==> config.mk <==
export PLATFORM = sky130hd
export DESIGN_NAME = mole_scheduler_flat
export DESIGN_NICKNAME = d
export VERILOG_FILES = /design/src/rtl/mole_scheduler_if.sv /design/src/rtl/mole_scheduler.sv /design/src/flat_wrapper.sv
export SDC_FILE = /design/constraint.sdc
export NUM_CORES = 1
export LEC_CHECK = 0
export BUFFER_PORTS_ARGS = -buffer_cell sky130_fd_sc_hd__buf_2
export CAP_MARGIN = 20
export CORE_MARGIN = 1
export CORE_UTILIZATION = 40
export CTS_CLUSTER_DIAMETER = 40
export DETAILED_ROUTE_END_ITERATION = 6
export SLEW_MARGIN = 25
export SYNTH_ARGS = -nofsm -noshare
export SYNTH_HDL_FRONTEND = slang
export SYNTH_SLANG_ARGS = --single-unit
==> constraint.sdc <==
create_clock -name clk -period 3.15 [get_ports clk]
set_clock_uncertainty 0.05 [all_clocks]
set_input_delay 0.63 -clock clk [delete_from_list [all_inputs] [get_ports clk]]
set_output_delay 0.63 -clock clk [all_outputs]
set_load 0.01 [all_outputs]
==> src/rtl/mole_scheduler_if.sv <==
// Whack-a-mole scheduler bus: random source, game tick, start, buttons in; mole/score status out.
// The random input is named rand_val because rand is a reserved word in SystemVerilog.
interface mole_scheduler_if #(
   parameter int NUM_HOLES = 9
);
   logic [4:0]           rand_val;
   logic                 tick;
   logic                 start;
   logic [NUM_HOLES-1:0] hit;
   logic [NUM_HOLES-1:0] mole;
   logic [7:0]           score;
   logic [7:0]           misses;
   logic [7:0]           round;
   logic                 hit_pulse;
   logic                 miss_pulse;
   logic                 game_over;

   modport master (
      output rand_val, tick, start, hit,
      input  mole, score, misses, round, hit_pulse, miss_pulse, game_over
   );

   modport slave (
      input  rand_val, tick, start, hit,
      output mole, score, misses, round, hit_pulse, miss_pulse, game_over
   );
endinterface

==> src/rtl/mole_scheduler.sv <==
// Whack-a-mole game sequencer: picks holes, times up/gap windows, judges hits and keeps score.
// Optional macro MOLE_SCHEDULER_SPEEDUP_EN shortens the up time by 2 ticks every 4th scored hit.
module mole_scheduler #(
   parameter int NUM_HOLES    = 9,
   parameter int UP_TICKS     = 20,
   parameter int GAP_TICKS    = 5,
   parameter int ROUNDS       = 30,
   parameter int MAX_MISSES   = 5,
   parameter int MIN_UP_TICKS = 6
) (
   input  logic              clk,
   input  logic              rst,
   mole_scheduler_if.slave   sif
);

   localparam int IW = (NUM_HOLES > 1) ? $clog2(NUM_HOLES) : 1;
   // Up time never starts below the speedup floor, even if misconfigured.
   localparam logic [7:0] UP_INIT = 8'((UP_TICKS < MIN_UP_TICKS) ? MIN_UP_TICKS : UP_TICKS);

   typedef enum logic [2:0] {IDLE, SPAWN, UP, GAP, OVER} state_t;

   state_t               state;
   logic [IW-1:0]        prev;
   logic                 prev_vld;
   logic [7:0]           timer;
   logic [7:0]           cur_up;
   logic [7:0]           score_r;
   logic [7:0]           misses_r;
   logic [7:0]           round_r;
   logic [NUM_HOLES-1:0] mole_r;
   logic                 hit_pulse_r;
   logic                 miss_pulse_r;
   logic                 game_over_r;

   logic [4:0]           rnd_m1;
   logic [IW-1:0]        base;
   logic [IW-1:0]        pick;
   logic [7:0]           score_inc;
   logic                 start_ok;
   logic                 hit_ok;

   // rand=0 is folded onto hole 0; a repeat of the last hole steps to the next one.
   always_comb begin
      rnd_m1 = 5'd0;
      if (sif.rand_val != 5'd0) rnd_m1 = sif.rand_val - 5'd1;
      base = IW'(rnd_m1 % 5'(NUM_HOLES));
      pick = base;
      if (prev_vld && (base == prev))
         pick = (base == IW'(NUM_HOLES - 1)) ? '0 : base + 1'b1;
   end

   assign score_inc = (score_r == 8'hFF) ? score_r : score_r + 8'd1;
   assign start_ok  = ((state == IDLE) || (state == OVER)) && sif.start;
   assign hit_ok    = (state == UP) && sif.hit[prev];

`ifdef MOLE_SCHEDULER_SPEEDUP_EN
   localparam logic [8:0] FLOOR = 9'(MIN_UP_TICKS);

   always_ff @(posedge clk or posedge rst) begin
      if (rst)
         cur_up <= UP_INIT;
      else if (start_ok)
         cur_up <= UP_INIT;
      else if (hit_ok && (score_inc[1:0] == 2'b00))
         cur_up <= ({1'b0, cur_up} >= (FLOOR + 9'd2)) ? cur_up - 8'd2 : FLOOR[7:0];
   end
`else
   assign cur_up = UP_INIT;
`endif

   always_ff @(posedge clk or posedge rst) begin
      if (rst) begin
         state        <= IDLE;
         prev         <= '0;
         prev_vld     <= 1'b0;
         timer        <= 8'd0;
         score_r      <= 8'd0;
         misses_r     <= 8'd0;
         round_r      <= 8'd0;
         mole_r       <= '0;
         hit_pulse_r  <= 1'b0;
         miss_pulse_r <= 1'b0;
         game_over_r  <= 1'b0;
      end else begin
         hit_pulse_r  <= 1'b0;
         miss_pulse_r <= 1'b0;
         case (state)
            IDLE, OVER: begin
               if (sif.start) begin
                  score_r     <= 8'd0;
                  misses_r    <= 8'd0;
                  round_r     <= 8'd0;
                  prev_vld    <= 1'b0;
                  game_over_r <= 1'b0;
                  state       <= SPAWN;
               end
            end
            SPAWN: begin
               prev     <= pick;
               prev_vld <= 1'b1;
               round_r  <= round_r + 8'd1;
               timer    <= cur_up;
               mole_r   <= NUM_HOLES'(1) << pick;
               state    <= UP;
            end
            UP: begin
               // A hit on the active hole beats a simultaneous final tick.
               if (sif.hit[prev]) begin
                  score_r     <= score_inc;
                  hit_pulse_r <= 1'b1;
                  mole_r      <= '0;
                  timer       <= 8'(GAP_TICKS);
                  state       <= GAP;
               end else if (sif.tick) begin
                  if (timer == 8'd1) begin
                     misses_r     <= misses_r + 8'd1;
                     miss_pulse_r <= 1'b1;
                     mole_r       <= '0;
                     timer        <= 8'(GAP_TICKS);
                     state        <= GAP;
                  end else begin
                     timer <= timer - 8'd1;
                  end
               end
            end
            GAP: begin
               mole_r <= '0;
               if (sif.tick) begin
                  if (timer == 8'd1) begin
                     if ((round_r == 8'(ROUNDS)) || (misses_r >= 8'(MAX_MISSES))) begin
                        game_over_r <= 1'b1;
                        state       <= OVER;
                     end else begin
                        state <= SPAWN;
                     end
                  end else begin
                     timer <= timer - 8'd1;
                  end
               end
            end
            default: state <= IDLE;
         endcase
      end
   end

   assign sif.mole       = mole_r;
   assign sif.score      = score_r;
   assign sif.misses     = misses_r;
   assign sif.round      = round_r;
   assign sif.hit_pulse  = hit_pulse_r;
   assign sif.miss_pulse = miss_pulse_r;
   assign sif.game_over  = game_over_r;

endmodule
==> src/flat_wrapper.sv <==
// flat-port wrapper written by rule: the top's interface ports become plain ports
module mole_scheduler_flat 
#(
   parameter int NUM_HOLES    = 9,
   parameter int UP_TICKS     = 20,
   parameter int GAP_TICKS    = 5,
   parameter int ROUNDS       = 30,
   parameter int MAX_MISSES   = 5,
   parameter int MIN_UP_TICKS = 6
)
  (clk, rst, sif_rand_val, sif_tick, sif_start, sif_hit, sif_mole, sif_score, sif_misses, sif_round, sif_hit_pulse, sif_miss_pulse, sif_game_over);
  mole_scheduler_if #(.NUM_HOLES(NUM_HOLES)) sif_i ();
  input  logic clk;
  input  logic rst;
  input wire logic [$bits(sif_i.rand_val)-1:0] sif_rand_val;
  input wire logic [$bits(sif_i.tick)-1:0] sif_tick;
  input wire logic [$bits(sif_i.start)-1:0] sif_start;
  input wire logic [$bits(sif_i.hit)-1:0] sif_hit;
  output wire logic [$bits(sif_i.mole)-1:0] sif_mole;
  output wire logic [$bits(sif_i.score)-1:0] sif_score;
  output wire logic [$bits(sif_i.misses)-1:0] sif_misses;
  output wire logic [$bits(sif_i.round)-1:0] sif_round;
  output wire logic [$bits(sif_i.hit_pulse)-1:0] sif_hit_pulse;
  output wire logic [$bits(sif_i.miss_pulse)-1:0] sif_miss_pulse;
  output wire logic [$bits(sif_i.game_over)-1:0] sif_game_over;
  assign sif_i.rand_val = sif_rand_val;
  assign sif_i.tick = sif_tick;
  assign sif_i.start = sif_start;
  assign sif_i.hit = sif_hit;
  assign sif_mole = sif_i.mole;
  assign sif_score = sif_i.score;
  assign sif_misses = sif_i.misses;
  assign sif_round = sif_i.round;
  assign sif_hit_pulse = sif_i.hit_pulse;
  assign sif_miss_pulse = sif_i.miss_pulse;
  assign sif_game_over = sif_i.game_over;
  mole_scheduler #(.NUM_HOLES(NUM_HOLES), .UP_TICKS(UP_TICKS), .GAP_TICKS(GAP_TICKS), .ROUNDS(ROUNDS), .MAX_MISSES(MAX_MISSES), .MIN_UP_TICKS(MIN_UP_TICKS)) u_core (.clk(clk), .rst(rst), .sif(sif_i));
endmodule
==> results of run 1 <==
cell usage in the layout, fill, tap and decap left out, drive strengths merged, types with 7 or more instances in the layout:
master / n
a21oi: 18
a31oi: 8
and3: 7
buf: 132
dfrtp: 52
ha: 13
inv: 24
mux2i: 8
nand2: 35
nand2b: 11
nand3: 22
nor2: 42
nor3: 16
o21ai: 41
xor2: 10
per-stage QoR:
stage	power, mW	cell area [µm²]
finish	2.73	4800
global route	2.94	4800
CTS	2.64	4630
detailed placement	2.19	4440
global placement	2.16	4440
floorplan	1.78	3600
Yosys cell counts (3+ instances only):
cell type / instances
dfrtp_1: 52
buf_2: 3
nor3_1: 15
a22o_1: 3
nand2b_1: 9
clkbuf_1: 9
nand4_1: 5
nand2_1: 35
a31oi_1: 7
mux2_2: 3
o21a_1: 3
and2_1: 5
nor2_1: 41
a32o_1: 4
nand3_1: 22
o211ai_1: 3
o21ai_1: 13
xnor2_1: 5
o21bai_1: 3
or3_1: 4
xor2_1: 10
mux2i_1: 6
o21ai_0: 28
a21oi_1: 17
o31ai_1: 4
inv_1: 23
nor4_1: 3
and3_1: 7
ha_1: 13
final cells by class:
type / count / share of cell area (%)
Multi-Input combinational cell: 312 / 47.2
Sequential cell: 52 / 27.1
Timing Repair Buffer: 132 / 18.6
Tap cell: 105 / 2.74
Inverter: 24 / 2.29
Clock buffer: 5 / 1.43
Clock inverter: 3 / 0.573
state kept, by name (all words and copies together) (netlist names):
signal                 cells
u_core.sif.round           8
u_core.sif.misses          8
u_core.sif.mole            9
u_core.prev                4
u_core.state               3
u_core.sif.miss_pulse      1
u_core.sif.game_over       1
u_core.prev_vld            1
u_core.sif.score           8
u_core.timer               8
u_core.sif.hit_pulse       1
worst max path at each step:
stage	start	end	slack (ps)	depth (start not counted)
floorplan	sif_rand_val[1]	u_core.sif.mole[0]$_DFFE_PP0P_	-1200	20
global route	sif_rand_val[0]	u_core.sif.mole[6]$_DFFE_PP0P_	-820	17
CTS	sif_rand_val[0]	u_core.sif.mole[0]$_DFFE_PP0P_	-660	18
global placement	sif_rand_val[1]	u_core.sif.mole[0]$_DFFE_PP0P_	-1140	18
detailed placement	sif_rand_val[1]	u_core.sif.mole[0]$_DFFE_PP0P_	-1210	18
finish	sif_rand_val[1]	u_core.sif.mole[0]$_DFFE_PP0P_	-690	18
what timing repair did:
action                     4_1_cts  5_1_grt
buffers inserted                 6        4
pin swaps                       13       11
hold buffers                     0        0
setup endpoints to repair       13       17
gates resized for setup         15       29
power groups by stage:
stage	combinational [mW]	sequential, mW	clock, mW
6_report	1.27	1.05	0.403
5_1_grt	1.41	1.09	0.443
3_3_place_gp	1.12	1.04	0
4_1_cts	1.19	1.03	0.420
2_1_floorplan	0.762	1.01	0
3_5_place_dp	1.15	1.04	0
cell families (layout without fill, tap and decap cells):
kind of cell,after synthesis,in the layout
mux,13,13
compound gates,101,101
xor+xnor,15,15
simple gates,170,170
buf+inv,39,164
fa+ha+maj,13,13
flops,52,52
routing by layer:
layer | up-vias | global-route usage (%) | wire [µm]
met5 | - | 0 | 0
met4 | 0 | 4.73 | 85
met3 | 10 | 2.76 | 408
met2 | 86 | 36.1 | 4600
met1 | 1631 | 27.8 | 4270
li1 | 1700 | - | -
critical path: cells and delay by family:
| family | cells | cell delay, ps |
|---|---|---|
| buffers and inverters | 4 | 240 |
| AO/OA/AOI/OAI | 4 | 1040 |
| AND/OR/NAND/NOR | 5 | 1010 |
| adder cells (fa/ha/maj) | 3 | 530 |
| multiplexers | 2 | 550 |
==> out/results.ini, run 1 <==
[placement]
place.gp.congestion=0.866
dp_cells=615
dp.final_hpwl_um=6840
port_buffers=53
place_ws_ps=-1210

[logic_synthesis]
syn_inst=403
synth_top_family_by_area=simple AND/OR/NAND/NOR gates
synth_compound_area_share_pct=19.4
yosys.area.top_type_share_pct=36.9
synthAdderAreaFrac_pct=4.61
synth_xor_area_share_pct=3.72
yosysTopAreaCell=dfrtp_1
ys.flop_type=dfrtp_1
ys_seq_area_share_pct=36.9
synth.ff_latch_count=52
synth_enable_flop_cells=0
avgSynthCellArea_um2=8.76
syn-num-nets=434
yosys_warnings=0
ys_types=67
synthArstFlopShare_pct=100
synth_area_mm2=0.00353
synth-simple-area-share_pct=25.4
ys_top_cells_by_area=dfrtp_1 37%, ha_1 4.6%, nor2_1 4.4%
synthMuxAreaShare_pct=5.21

[sta]
fin_ws_ps=-688
period_minus_slack_ps=3840
drv_slew=0
fmax_ghz=0.261
rsz0062_at_grt=true
whs_ps=168
period_share_pct=122
finalSetupTns_ps=-7980
hold_viol_final=0
setup_viol=13
slew-limit-headroom_pct=57.6
worst_pin_slew_ps=632

[setup_path]
r2r_end=u_core.sif.misses[6]$_DFFE_PP0P_
critPathKind=primary input to register
r2r_start=u_core.timer[2]$_DFFE_PP0P_
cp_cell_sequence=buf_12, inv_12, ha_4, or3b_4, mux2i_4, a22oi_2, ha_4, and4_1, a2111o_1, o21a_1, nand2b_4, clkinv_4, ha_4, inv_2, nor2_2, mux2_4, nand2b_4, a22o_1
cp_slowest_stage_delay_ps=440
cp.required_ps=3310
cp_slowest_cell=or3b_4
start_kind=primary input
end_kind=register
crit_fanout=6
cp_common_cell=ha_4
reg2reg_slack_ps=270
cp.arrival_ps=4000
r2r_cells=10

[global_route]
grt.total_usage_pct=20.9
antenna_found_initial=0
grt_max_degree=23
grt_pass1_vias=3141
grt_overflow=0
grt_pass1_wl_um=15000

[floorplan]
core-area_mm2=0.00838
row_count=33
die_x_um=96.0
die_h_um=96.0
die_area_mm2=0.00921
io_pins=54
initial_utilization_pct=42.1

[flow_run]
drv_cap=0

[power_and_ir_drop]
pwr-share-seq_pct=38.5
power.leakage_nw=2.29
vdd_drop_max_mv=0.283
swShare_pct=41.2
p_switching_mw=1.13
power.share.combinational_pct=46.7
p_clk_share_pct=14.8
powerDensity_mw_per_mm2=569
p_int_mw=1.60

[clocking]
htree_levels=2
cts.clk_slew.worst_paths_ps=100
clk_path_buf_depth=2
cts_tree=built
cts_made_buffers=5
root_buffer=clkbuf_8
clock-sinks=52
insertion_delay_ps=310

[route]
routed_wirelength_um=9360
wl_per_cell_um=14.8
drt_iter0_drc=130
drc=0
first_pass_iters=4
ant_nets=0
routed_via_density=5.41
vias=3427

[layout]
areaGrowthSynthToFinish_pct=36.0
fillers=745
layout.nets=558
diodes=0
drive_gt1_share_pct=37.5
fin_cells=633
fin_util_pct=57.3
seqCellArea_mm2=0.00130
multi_input_area_mm2=0.00227

[run_status]
status=finished with violations
violations=negative setup slack

[hold_path]
hp-class=primary input to asynchronous set/reset pin

Note: power is estimated with default switching activity, not from simulation.
==> run 2, diff against run 1 <==
--- a/config.mk
+++ b/config.mk
@@ -10,7 +10,9 @@
 export CORE_MARGIN = 1
 export CORE_UTILIZATION = 40
 export CTS_CLUSTER_DIAMETER = 40
+export CTS_CLUSTER_SIZE = 24
 export DETAILED_ROUTE_END_ITERATION = 6
+export RECOVER_POWER = 50
 export SLEW_MARGIN = 25
 export SYNTH_ARGS = -nofsm -noshare
 export SYNTH_HDL_FRONTEND = slang
==> out/results.ini, run 2 (synthesis results as in run 1) <==
[route]
routed_via_density=5.43  ; +0.35%
drt_iter0_drc=122  ; -6.2%
drc=0  ; unchanged
vias=3439  ; +0.35%
routed_wirelength_um=9340  ; -0.21%
wl_per_cell_um=14.8  ; -0.21%
ant_nets=0  ; unchanged
first_pass_iters=4  ; unchanged

[placement]
place_ws_ps=-1210  ; unchanged
port_buffers=53  ; unchanged
dp.final_hpwl_um=6840  ; unchanged
place.gp.congestion=0.866  ; unchanged
dp_cells=615  ; unchanged

[global_route]
grt_pass1_wl_um=15000  ; unchanged
grt.total_usage_pct=20.9  ; unchanged
antenna_found_initial=0  ; unchanged
grt_max_degree=23  ; unchanged
grt_overflow=0  ; unchanged
grt_pass1_vias=3141  ; unchanged

[setup_path]
cp_slowest_stage_delay_ps=440  ; about the same
start_kind=primary input
critPathKind=primary input to register
end_kind=register
cp.arrival_ps=4000  ; about the same
cp_slowest_cell=or3b_4
crit_fanout=6  ; unchanged
cp_cell_sequence=buf_12, inv_12, ha_4, or3b_4, mux2i_4, a22oi_2, ha_4, and4_1, a2111o_1, o21a_1, nand2b_4, clkinv_4, ha_4, inv_2, nor2_2, mux2_4, nand2b_4, a22o_1
cp_common_cell=ha_4
cp.required_ps=3310  ; about the same

[floorplan]
io_pins=54  ; unchanged
row_count=33  ; unchanged
die_h_um=96.0  ; unchanged
die_area_mm2=0.00921  ; unchanged
die_x_um=96.0  ; unchanged
initial_utilization_pct=42.1  ; unchanged
core-area_mm2=0.00838  ; unchanged

[clocking]
cts_made_buffers=5  ; unchanged
insertion_delay_ps=310  ; about the same
htree_levels=2  ; unchanged
cts.clk_slew.worst_paths_ps=100  ; about the same
root_buffer=clkbuf_8
clock-sinks=52  ; unchanged
clk_path_buf_depth=2  ; unchanged
cts_tree=built
holdBufCountCts=0  ; unchanged

[run_status]
violations=negative setup slack
status=finished with violations

[layout]
layout.nets=558  ; unchanged
largest_register_ffs=9  ; unchanged
diodes=0  ; unchanged
areaGrowthSynthToFinish_pct=35.3
fin_cells=633  ; unchanged
drive_gt1_share_pct=34.8  ; -2.7 points
mostFrequentLayoutCell=buf_4
mostFrequentLayoutCells=73 x buf_4, 52 x dfrtp_1, 41 x nor2_1, 41 x buf_2, 34 x nand2_1

[sta]
drv_slew=0  ; unchanged
fin_ws_ps=-686  ; +2.06 ps
worst_pin_slew_ps=1180  ; +552 ps
period_share_pct=122  ; about the same
hold_viol_final=0  ; unchanged
finalSetupTns_ps=-7900  ; +77.5 ps
slew-limit-headroom_pct=21.1  ; -37 points
setup_viol=13  ; unchanged
period_minus_slack_ps=3840  ; -2.06 ps
rsz0062_at_grt=true
fmax_ghz=0.261  ; about the same

[power_and_ir_drop]
vdd_drop_max_mv=0.282  ; -0.30%
totalPowerFinal_mw=2.72  ; -0.20%
swShare_pct=41.2  ; -0.048 points
powerDensity_mw_per_mm2=570  ; +0.30%
power.share.combinational_pct=46.6  ; about the same
p_int_mw=1.60  ; -0.12%
p_clk_share_pct=14.8  ; about the same
power.leakage_nw=2.23  ; -2.4%
pwr-share-seq_pct=38.6  ; about the same
p_switching_mw=1.12  ; -0.31%

[flow_run]
drv_cap=0  ; unchanged

[hold_path]
hp-class=primary input to asynchronous set/reset pin

run 2: through the flow:
| step | util, % | hold WS [ps] | instance area (µm²) |
|---|---|---|---|
| after global routing | 57.0 | 270 | 4780 |
| final | 57.0 | 236 | 4780 |
| after detailed placement | 52.9 | 425 | 4440 |
| after floorplan | - | 393 | 3600 |
| after CTS | 55.2 | 169 | 4630 |
| after global placement | 52.9 | 419 | 4440 |
run 2: what timing repair did:
item                                    CTS  global route
endpoints found under the setup margin   13            17
buffers inserted                          6             4
resized for setup                        15            29
pin swaps                                13            11
cloned                                    0             0
hold endpoints to repair                  0             0
run 2: worst max-delay path: cells and delay by family:
kind | cells | cell delay [ps]
AOI/OAI and AO/OA | 4 | 1040
adders and majority gates | 3 | 530
buffers and inverters | 4 | 240
muxes | 2 | 550
and+or+nand+nor | 5 | 1010
run 2: routing by layer:
| metal | routed length [µm] | global-route usage [%] | part of all wire, % |
|---|---|---|---|
| met1 | 4210 | 27.8 | 45 |
| met4 | 77 | 4.73 | 0.82 |
| met5 | 0 | 0 | 0 |
| met3 | 436 | 2.76 | 4.7 |
| met2 | 4610 | 36.1 | 49 |
run 2: area by class of cell:
class / count / area, µm²
fill: 747 / 3600
multi-input combinational: 312 / 2270
sequential: 52 / 1300
timing repair buffer: 132 / 871
tap: 105 / 131
inverter: 24 / 110
clock buffer: 5 / 68.8
clock inverter: 3 / 27.5
run 2: worst paths after layout:
check / slack (ps) / startpoint / cells past startpoint / endpoint
max: -690 / sif_rand_val[1] / 18 / u_core.sif.mole[0]$_DFFE_PP0P_
min: 240 / rst / 2 / u_core.sif.mole[3]$_DFFE_PP0P_
max reg2reg: 240 / u_core.timer[2]$_DFFE_PP0P_ / 9 / u_core.sif.misses[5]$_DFFE_PP0P_
min reg2reg: 430 / u_core.timer[7]$_DFFE_PP0P_ / 1 / u_core.timer[7]$_DFFE_PP0P_
max in group asynchronous: 1380 / rst / 3 / u_core.state[1]$_DFFE_PP0P_
min in group clk: 430 / u_core.timer[7]$_DFFE_PP0P_ / 1 / u_core.timer[7]$_DFFE_PP0P_
run 2: power groups by stage:
stage	logic (mW)	clock network, mW	registers (mW)
2_1_floorplan	0.762	0	1.01
3_3_place_gp	1.12	0	1.04
3_5_place_dp	1.15	0	1.04
4_1_cts	1.19	0.420	1.03
5_1_grt	1.41	0.443	1.09
6_report	1.27	0.403	1.05
==> run 3, diff against run 2 <==
--- a/config.mk
+++ b/config.mk
@@ -13,6 +13,7 @@
 export CTS_CLUSTER_SIZE = 24
 export DETAILED_ROUTE_END_ITERATION = 6
 export RECOVER_POWER = 50
+export REMOVE_ABC_BUFFERS = 1
 export SLEW_MARGIN = 25
 export SYNTH_ARGS = -nofsm -noshare
 export SYNTH_HDL_FRONTEND = slang
==> out/results.ini, run 3 (synthesis results as in run 1) <==
[placement]
place.gp.congestion=0.849  ; -2.0%
port_buffers=53  ; unchanged
dp_cells=609  ; -0.98%
post_dp_cell_area_mm2=0.00433  ; -2.4%
dp.final_hpwl_um=6710  ; -1.9%
place_ws_ps=-1340  ; -135 ps

[hold_path]
hp-class=primary input to asynchronous set/reset pin

[sta]
fin_ws_ps=-715  ; -29.7 ps
rsz0062_at_grt=true
setup_viol=13  ; unchanged
slew-limit-headroom_pct=16.6  ; -4.5 points
worst_pin_slew_ps=1250  ; +67.0 ps
period_share_pct=123  ; +0.94 points
period_minus_slack_ps=3870  ; +29.7 ps
whs_ps=286  ; +50.7 ps
finalSetupTns_ps=-8070  ; -169 ps
drv_slew=0  ; unchanged
fmax_ghz=0.259  ; -0.77%
hold_viol_final=0  ; unchanged

[route]
routed_wirelength_um=9550  ; +2.2%
ant_nets=0  ; unchanged
wl_per_cell_um=15.3  ; +3.4%
first_pass_iters=4  ; unchanged
drt_iter0_drc=139  ; +14%
vias=3472  ; +0.96%
drc=0  ; unchanged
routed_via_density=5.55  ; +2.1%

[setup_path]
path_buf_inv=4  ; unchanged
cp_slowest_stage_delay_ps=400  ; -40 ps
cp_slowest_cell=or3_4
cp_cell_sequence=buf_8, inv_4, ha_4, and3_4, or3_4, a31oi_4, a22oi_2, ha_4, and4_1, a2111o_1, o21a_1, nand2b_4, clkinv_4, ha_4, inv_2, nor2_4, mux2_4, nand2b_4, a22o_1
crit_fanout=5  ; -1
cp.arrival_ps=4000  ; about the same
start_kind=primary input
end_kind=register
critPathKind=primary input to register
cp_common_cell=ha_4
cp.required_ps=3290  ; -20 ps
crit_family=simple AND/OR/NAND/NOR gates

[global_route]
grt_pass1_vias=3283  ; +4.5%
grt_pass1_wl_um=15100  ; +0.83%
antenna_found_initial=0  ; unchanged
grt_overflow=0  ; unchanged
grt.total_usage_pct=21.0  ; +0.14 points
grt_max_degree=25  ; +8.7%

[layout]
mostFrequentLayoutCell=buf_4
drive_gt1_share_pct=36.9  ; +2.0 points
layout.nets=551  ; -1.3%
fin_area_mm2=0.00487  ; +1.9%
largest_register_ffs=9  ; unchanged
fillers=772  ; +3.3%
seqCellArea_mm2=0.00130  ; unchanged
fin_cells=626  ; -1.1%
mostFrequentLayoutCells=59 x buf_4, 52 x dfrtp_1, 41 x buf_2, 38 x nor2_1, 34 x nand2_1
multi_input_area_mm2=0.00237  ; +4.6%
areaGrowthSynthToFinish_pct=37.8
fin_util_pct=58.1  ; +1.1 points
diodes=0  ; unchanged

[floorplan]
die_area_mm2=0.00921  ; unchanged
initial_utilization_pct=42.1  ; unchanged
io_pins=54  ; unchanged
die_h_um=96.0  ; unchanged
row_count=33  ; unchanged
die_x_um=96.0  ; unchanged
core-area_mm2=0.00838  ; unchanged

[clocking]
cts_made_buffers=5  ; unchanged
cts.clk_slew.worst_paths_ps=90  ; about the same
htree_levels=2  ; unchanged
insertion_delay_ps=300  ; about the same
cts_tree=built
holdBufCountCts=0  ; unchanged
root_buffer=clkbuf_8
clk_path_buf_depth=2  ; unchanged
clock-sinks=52  ; unchanged

[run_status]
violations=negative setup slack
status=finished with violations

[flow_run]
drv_cap=0  ; unchanged

[power_and_ir_drop]
powerDensity_mw_per_mm2=592  ; +3.8%
vdd_drop_max_mv=0.411  ; +46%
power.leakage_nw=2.24  ; +0.29%
totalPowerFinal_mw=2.88  ; +5.7%

## run 3: cell count changes in the layout (fill, tap and decap cells not counted), moves of 2 or more
cell      change
buf_4        -14
buf_6         +8
a21oi_1       -3
a21oi_2       +3
nor2_1        -3
clkbuf_8      +2
nor2_4        +2
nor3_1        -2
nor3_4        +2
o21ai_2       -2
## run 3: final timing paths
path	end	startpoint	cells after the start	slack, ps
worst max-delay path	u_core.sif.mole[0]$_DFFE_PP0P_	sif_rand_val[1]	19	-720
worst min-delay path	u_core.sif.mole[1]$_DFFE_PP0P_	rst	2	290
worst max register to register	u_core.sif.misses[4]$_DFFE_PP0P_	u_core.timer[2]$_DFFE_PP0P_	10	220
worst min register to register	u_core.timer[7]$_DFFE_PP0P_	u_core.timer[7]$_DFFE_PP0P_	1	430
max in group asynchronous	u_core.timer[4]$_DFFE_PP0P_	rst	3	1250
min in group clk	u_core.timer[7]$_DFFE_PP0P_	u_core.timer[7]$_DFFE_PP0P_	1	430
## run 3: worst register-to-register path, stage by stage (launching register included)
cell and delay (ps):
dfrtp_1 450, nor4_2 390, nor2b_2 270, and3b_1 240, nand2_1 140, or4_1 580, inv_1 150, and2_1 200
nand3_1 110, xor2_1 150, nor2_1 60
## run 3: layer usage
metal	vias up	track usage (%)	wire, µm
li1	1682	-	-
met1	1707	27.0	4250
met2	70	36.9	4910
met3	13	3.00	266
met4	0	5.72	120
met5	-	0	0
## run 3: report_power, final
part	switching [mW]	internal [mW]	total (mW)
Combinational	0.692	0.630	1.32
Sequential	0.241	0.820	1.06
Clock	0.217	0.281	0.498
## run 3: what timing repair did
| item | CTS | global route |
|---|---|---|
| pin swaps | 24 | 21 |
| setup endpoints to repair | 13 | 17 |
| resized for setup | 47 | 34 |
| setup buffers | 6 | 5 |
## run 3: area by class of cell
cell class | count | share of cell area, %
repair buffers | 125 | 17.2
flip-flops and latches | 52 | 26.7
multi-input cells | 312 | 48.7
clock buffers | 7 | 1.98
inverters | 24 | 2.06
clock inverters | 1 | 0.617
well taps | 105 | 2.70
